**src/rtl/io_bus_ctrl.sv**
```systemverilog
// io_bus_ctrl: Wishbone-classic slave driving a memory / IO chip-select and strobe bus.
// Define IO_TIMEOUT_EN to bound IORDY waits and answer a stuck IO cycle with wb_err_o.
module io_bus_ctrl #(
   parameter int unsigned MEM_WAIT = 2,
   parameter int unsigned IO_WAIT  = 4,
   parameter logic [7:0]  IO0_BASE = 8'h00,
   parameter logic [7:0]  IO1_BASE = 8'h01,
   parameter int unsigned TIMEOUT  = 64
) (
   input  logic        wb_clk_i,
   input  logic        wb_rst_n_i,
   input  logic        wb_cyc_i,
   input  logic        wb_stb_i,
   input  logic        wb_we_i,
   input  logic        wb_tga_i,
   input  logic [15:0] wb_adr_i,
   input  logic [15:0] wb_dat_i,
   output logic        wb_ack_o,
   output logic        wb_err_o,
   input  logic        IORDY,
   output logic [15:0] ADDR,
   output logic [15:0] DATW,
   output logic        MEMCS_N,
   output logic        IOCS0_N,
   output logic        IOCS1_N,
   output logic        RDN,
   output logic        WRN
);

   typedef enum logic [1:0] {IDLE, SETUP, STROBE, ACK} state_t;

   state_t     state;
   logic       we_q;
   logic       io_q;
   logic [3:0] wait_cnt;
   logic       io0_hit;
   logic       io1_hit;
   logic       release_bus;

   if (MEM_WAIT > 15 || IO_WAIT > 15 || TIMEOUT == 0) begin : g_param_check
      $error("io_bus_ctrl: wait states must be 0..15 and TIMEOUT nonzero");
   end

   // IO0 takes priority when both bases are programmed to the same page.
   assign io0_hit = (wb_adr_i[15:8] == IO0_BASE);
   assign io1_hit = (wb_adr_i[15:8] == IO1_BASE) && !io0_hit;

   assign release_bus = (state == ACK) ||
                        (((state == SETUP) || (state == STROBE)) && !wb_cyc_i);

`ifdef IO_TIMEOUT_EN
   localparam int unsigned TO_W = $clog2(TIMEOUT + 1);

   logic [TO_W-1:0] to_cnt;
   logic            timed_out;

   assign timed_out = (to_cnt == TO_W'(TIMEOUT));
`else
   assign wb_err_o = 1'b0;
`endif

   // Single registered FSM: every bus-facing output changes only on a clock edge.
   always_ff @(posedge wb_clk_i) begin
      if (!wb_rst_n_i) begin
         state    <= IDLE;
         ADDR     <= '0;
         DATW     <= '0;
         MEMCS_N  <= 1'b1;
         IOCS0_N  <= 1'b1;
         IOCS1_N  <= 1'b1;
         RDN      <= 1'b1;
         WRN      <= 1'b1;
         wb_ack_o <= 1'b0;
         we_q     <= 1'b0;
         io_q     <= 1'b0;
         wait_cnt <= '0;
`ifdef IO_TIMEOUT_EN
         wb_err_o <= 1'b0;
         to_cnt   <= '0;
`endif
      end else begin
         wb_ack_o <= 1'b0;
`ifdef IO_TIMEOUT_EN
         wb_err_o <= 1'b0;
`endif
         if (release_bus) begin
            state    <= IDLE;
            MEMCS_N  <= 1'b1;
            IOCS0_N  <= 1'b1;
            IOCS1_N  <= 1'b1;
            RDN      <= 1'b1;
            WRN      <= 1'b1;
            wait_cnt <= '0;
         end else begin
            case (state)
               IDLE: begin
                  if (wb_cyc_i && wb_stb_i) begin
                     ADDR    <= wb_adr_i;
                     DATW    <= wb_dat_i;
                     we_q    <= wb_we_i;
                     io_q    <= wb_tga_i;
                     MEMCS_N <= wb_tga_i;
                     IOCS0_N <= !(wb_tga_i && io0_hit);
                     IOCS1_N <= !(wb_tga_i && io1_hit);
                     state   <= SETUP;
                  end
               end
               SETUP: begin
                  wait_cnt <= io_q ? 4'(IO_WAIT) : 4'(MEM_WAIT);
                  RDN      <= we_q;
                  WRN      <= !we_q;
                  state    <= STROBE;
`ifdef IO_TIMEOUT_EN
                  to_cnt   <= '0;
`endif
               end
               STROBE: begin
`ifdef IO_TIMEOUT_EN
                  if (io_q && !timed_out) to_cnt <= to_cnt + 1'b1;
`endif
                  // Write data is held one cycle past WRN by releasing it on entry to ACK.
                  if (wait_cnt != 4'd0) begin
                     wait_cnt <= wait_cnt - 1'b1;
                  end else if (!io_q || IORDY) begin
                     state    <= ACK;
                     wb_ack_o <= 1'b1;
                     WRN      <= 1'b1;
                  end
`ifdef IO_TIMEOUT_EN
                  else if (timed_out) begin
                     state    <= ACK;
                     wb_err_o <= 1'b1;
                     WRN      <= 1'b1;
                  end
`endif
               end
               default: state <= IDLE;
            endcase
         end
      end
   end

endmodule

```
**config.mk**
```make
export PLATFORM = sky130hd
export DESIGN_NAME = io_bus_ctrl
export DESIGN_NICKNAME = d
export VERILOG_FILES = /design/src/rtl/io_bus_ctrl.sv
export SDC_FILE = /design/constraint.sdc
export NUM_CORES = 1
export LEC_CHECK = 0
export ABC_CLOCK_PERIOD_IN_PS = 2000
export CORE_MARGIN = 8
export CORE_UTILIZATION = 35
export DETAILED_ROUTE_END_ITERATION = 6
export DONT_BUFFER_PORTS = 1
export PLACE_DENSITY = 0.54
export SLEW_MARGIN = 20
export SYNTH_ARGS = -nofsm -noshare
export SYNTH_HDL_FRONTEND = slang
export SYNTH_SLANG_ARGS = --single-unit
```
**constraint.sdc**
```tcl
create_clock -name wb_clk_i -period 2 [get_ports wb_clk_i]
set_clock_uncertainty 0.1 [all_clocks]
set_input_delay 0.4 -clock wb_clk_i [delete_from_list [all_inputs] [get_ports wb_clk_i]]
set_output_delay 0.4 -clock wb_clk_i [all_outputs]
set_load 0.01 [all_outputs]
```
* After elaboration in Yosys (flattened, before gate mapping) *
Index checks and enable logic that the tools add are counted.

word-level totals
  flip-flop bits (word level) = 46
  input port bits = 39
  output and inout bits = 39
  word-level logic and storage cells = 60

cells by class
  add/subtract/negate cells = 1
  eq/ne operators = 8
  muxes and demuxes = 11
  bitwise logic cells = 3
  reductions and logical operators = 25

operators with widths
  operator               number
  $reduce_and A3 Y1      3
  $eq A8 B1 Y1 const B   1
  $logic_not A8 Y1       1
  $pmux W4 S2            1
  $logic_not A1 Y1       6
  $mux W2                3
  $pmux W2 S3            1
  $logic_and A1 B1 Y1    5
  $eq A2 B2 Y1 const B   2
  $mux W4                1
  $ne A2 B1 Y1 const B   2
  $ne A2 B2 Y1 const B   2
  $reduce_and A2 Y1      2
  $reduce_bool A4 Y1     1
  $reduce_or A4 Y1       1
  $sub A4 B1 Y4 const B  1
  $logic_or A1 B1 Y1     3
  $mux W1                3
  $mux W3                1
  $not A1 Y1             3
  $eq A2 B1 Y1 const B   1
  $logic_not A2 Y1       1
  $pmux W1 S2            1
  $reduce_bool A2 Y1     1
  $reduce_or A2 Y1       1

* Longest topological paths before layout *
  word-level depth = 6
  gate-level depth with buffers = 8
  depth with buffers taken out = 5

* Least setup slack after synthesis *
No wires, ideal clock.

  path kind = reg-to-reg
  from = register wait_cnt[0]
  to = register state[0]
  setup time = 0.058 ns
  data arrival time = 1.404 ns
  data required time = 1.842 ns
  setup slack = 0.438 ns
  cell stages (with the launch flop) = 6
  buffers on the path = 0
  period minus slack after synthesis = 1.562 ns
  cell sequence = dfxtp_1 > inv_1 > ha_1 > or3b_4 > a221oi_4 > o221a_2

on the way
  cells in the longest elaborated chain, start to end = 3

ends and longest elaborated chain
  what                         line  text
  from (decl)                  35    logic [3:0] wait_cnt;
  from (signal assigned)       109   wait_cnt <= io_q ? 4'(IO_WAIT) : 4'(MEM_WAIT);
  from (signal assigned)       123   wait_cnt <= wait_cnt - 1'b1;
  $reduce_bool A4 Y1           122   if (wait_cnt != 4'd0) begin
  $ne A2 B2 Y1 (no line)       --
  $reduce_and A3 Y1 (no line)  --
  to (signal assigned)         112   state <= STROBE;
  to (signal assigned)         125   state <= ACK;
  to (signal assigned)         137   default: state <= IDLE;
  to (decl)                    32    state_t state;

Every way passes these cells.
A chain may end at the register's enable or synchronous reset.

* Worst setup path in the final report *
  from = register state[1]
  to = register ADDR[2]

on the way
  cells in the longest elaborated chain, start to end = 6
  elaborated cells between the ends (all ways) = 9
  classes of those cells = eq/ne: 3; bitwise: 1; reduce/logical: 5

ends and longest elaborated chain
  what                                                 line  text
  from (signal assigned)                               65    state <= IDLE;
  from (signal assigned)                               87    state <= IDLE;
  from (signal assigned)                               105   state <= SETUP;
  $eq A2 B1 Y1 / $eq A2 B2 Y1 (equally long branches)  49    (((state == SETUP) || (state == STROBE)) && !wb_cyc_i);
  $logic_or A1 B1 Y1                                   49
  $logic_and A1 B1 Y1                                  49
  $logic_or A1 B1 Y1                                   48    assign release_bus = (state == ACK) ||
  $not A1 Y1 (no line)                                 --
  $reduce_and A3 Y1 (no line) *                        --
  to (signal assigned)                                 98    ADDR <= wb_adr_i;
  to (decl)                                            21    output logic [15:0] ADDR,

Every way passes the cells marked *; elsewhere a longest branch is shown, timed or not.

==> out/results.ini <==
[critical_path]
end_kind = register
regToRegSetupSlack_ns = 0.27
cp.required_ns = 2.12
crit_chain = inv_1 > ha_1 > and4b_1 > buf_4 > nand2_1 > a21boi_0
cp_slowest_cell = dfxtp_1
worst-endpoint-arrival_ns = 1.86
crit_family = simple AND/OR/NAND/NOR gates
cp_num_buf_inv = 2
worst_setup_path_start_kind = register
slowest_delay_ns = 0.35
setup.worst_path.class = register to register
path_max_fanout = 22

[global_routing]
antenna_found_initial = 0
grt_pass1_wl_um = 7790
grtUsageTotal_pct = 11.6
grt_overflow = 0
grt_pass1_vias = 1502
grt_max_degree = 41

[clocking]
cts_setup_buffers = 0
cts_sinks = 46
cts_hold_buf = 0
cts_root_buf = clkbuf_8
h-tree-depth = 2
clk_pin_slew_worst_paths_ns = 0.09
cts_resized = 0
clockBufferDepth = 2
cts_tree = done
insertion_delay_ns = 0.29
cts_buffers = 5

[synthesis]
synth-edff-count = 0
ys_top_cells_by_area = dfxtp_1 47%, nand2_1 14%, a21boi_0 12%, ha_1 3.2%, mux2i_1 2.5%
synthFlopType = dfxtp_1
synth_area_per_cell_sq_um = 8.67
ys_seq_elements = 46
postSynthCellCount = 228
netlist_top_cells_count = 72 x nand2_1, 46 x dfxtp_1, 32 x a21boi_0, 6 x buf_2, 6 x inv_1
syn_nets = 272
async_flop_share_pct = 0
synth_top_cell_by_area = dfxtp_1
synth_cell_types = 36
yosysWarnings = 0
synth.most_common_cell = nand2_1
seq_area_frac_synth_pct = 46.6
synth_top_area_share_pct = 46.6
synth_area_sq_um = 1980

[floorplanning]
start_util_pct = 36.1
die_area_sq_um = 8310
die_x_um = 91.2
ios = 78
core_area_sq_um = 5470
rows = 27
die_h_um = 91.2

[power_and_ir_drop]
power_density_nw_per_um2 = 1030
power_mw = 2.20
ir_drop_mv = 0.412
p_leak_nw = 0.738

[timing]
tns_ns = 0
hold_viol_final = 0
slew_violations = 0
whs_ns = 0.132
finalSetupViolations = 0
fin_ws_ns = 0.268
period_needed_ns = 1.73
fin_crit_sh_pct = 86.6
fmax_mhz = 577
grt_setup_unrepaired = no

[run_status]
status = finished clean

[cells_and_area]
fin_nets = 268
area_delta_synth_final_pct = 7.78
layout-drive-gt1-share_pct = 7.11
fin_area_sq_um = 2130
fin_util_pct = 38.9
fin_cells = 297
diodes = 0

[placement]
placed_area_sq_um = 2020
pre_cts_ws_ns = 0.285
port-buffer-count = 0
placed_cells = 289
hpwl_um = 3490
gp_congestion = 0.796

[drt]
drc = 0
drt-initial-drc-count = 88
firstDrtPassIters = 4
ant_nets = 0
via_count = 1485
wl_per_cell_um = 16.1
vias_per_cell = 5.00
drt_wl_total_um = 4770

[worst_hold_path]
hold_class = input pin to register

[job]
drv_cap = 0

state kept, by name, indices dropped and copies added, names as in the netlist:
name	cells
ADDR	16
state	2
RDN	1
MEMCS_N	1
IOCS0_N	1
io_q	1
DATW	16
wait_cnt	4
IOCS1_N	1
WRN	1
we_q	1
wb_ack_o	1
cells in the final DEF (no fill, tap or decap), types with 4 or more instances in the layout:
cell and count:
inv_1 6, mux2i_1 5, buf_4 5, o21ai_0 5, a21boi_0 32, ha_1 5, dfxtp_1 46, a21oi_1 4
clkbuf_8 5, nand2_1 72, nand4_1 4
final timing paths:
check / startpoint / to / cells past startpoint
hold / removal: wb_adr_i[9] / ADDR[9] / 2
hold reg to reg: we_q / we_q / 2
setup reg to reg: state[1] / ADDR[2] / 6
setup / recovery: state[1] / ADDR[2] / 6
area by class of cell:
cell class,instances,area (sq um)
clock buffers,6,72.6
clock inverters,2,37.5
fillers,586,3340
inverters,6,22.5
multi-input cells,160,950
flip-flops and latches,46,921
well taps,72,90.1
repair buffers,5,37.5
power by group:
group / internal [mW] / switching, mW
clock: 0.373 / 0.321
combinational: 0.174 / 0.233
sequential: 1.00 / 0.0972
total: 1.55 / 0.651
kinds of logic after synthesis:
logic type	share of synthesized area [%]
buffers and inverters	5.38
adders and majority gates	3.16
other	0.190
AOI/OAI and AO/OA	19.2
muxes	2.53
DFF	46.6
and+or+nand+nor	22.9
routing by layer:
metal  share of wire [%]  track usage (%)
met1                  44             13.7
met5                   0                0
met2                  45             18.0
met4                 1.5             4.50
met3                 8.9             5.19
Note: power is estimated with default switching activity, not from simulation.
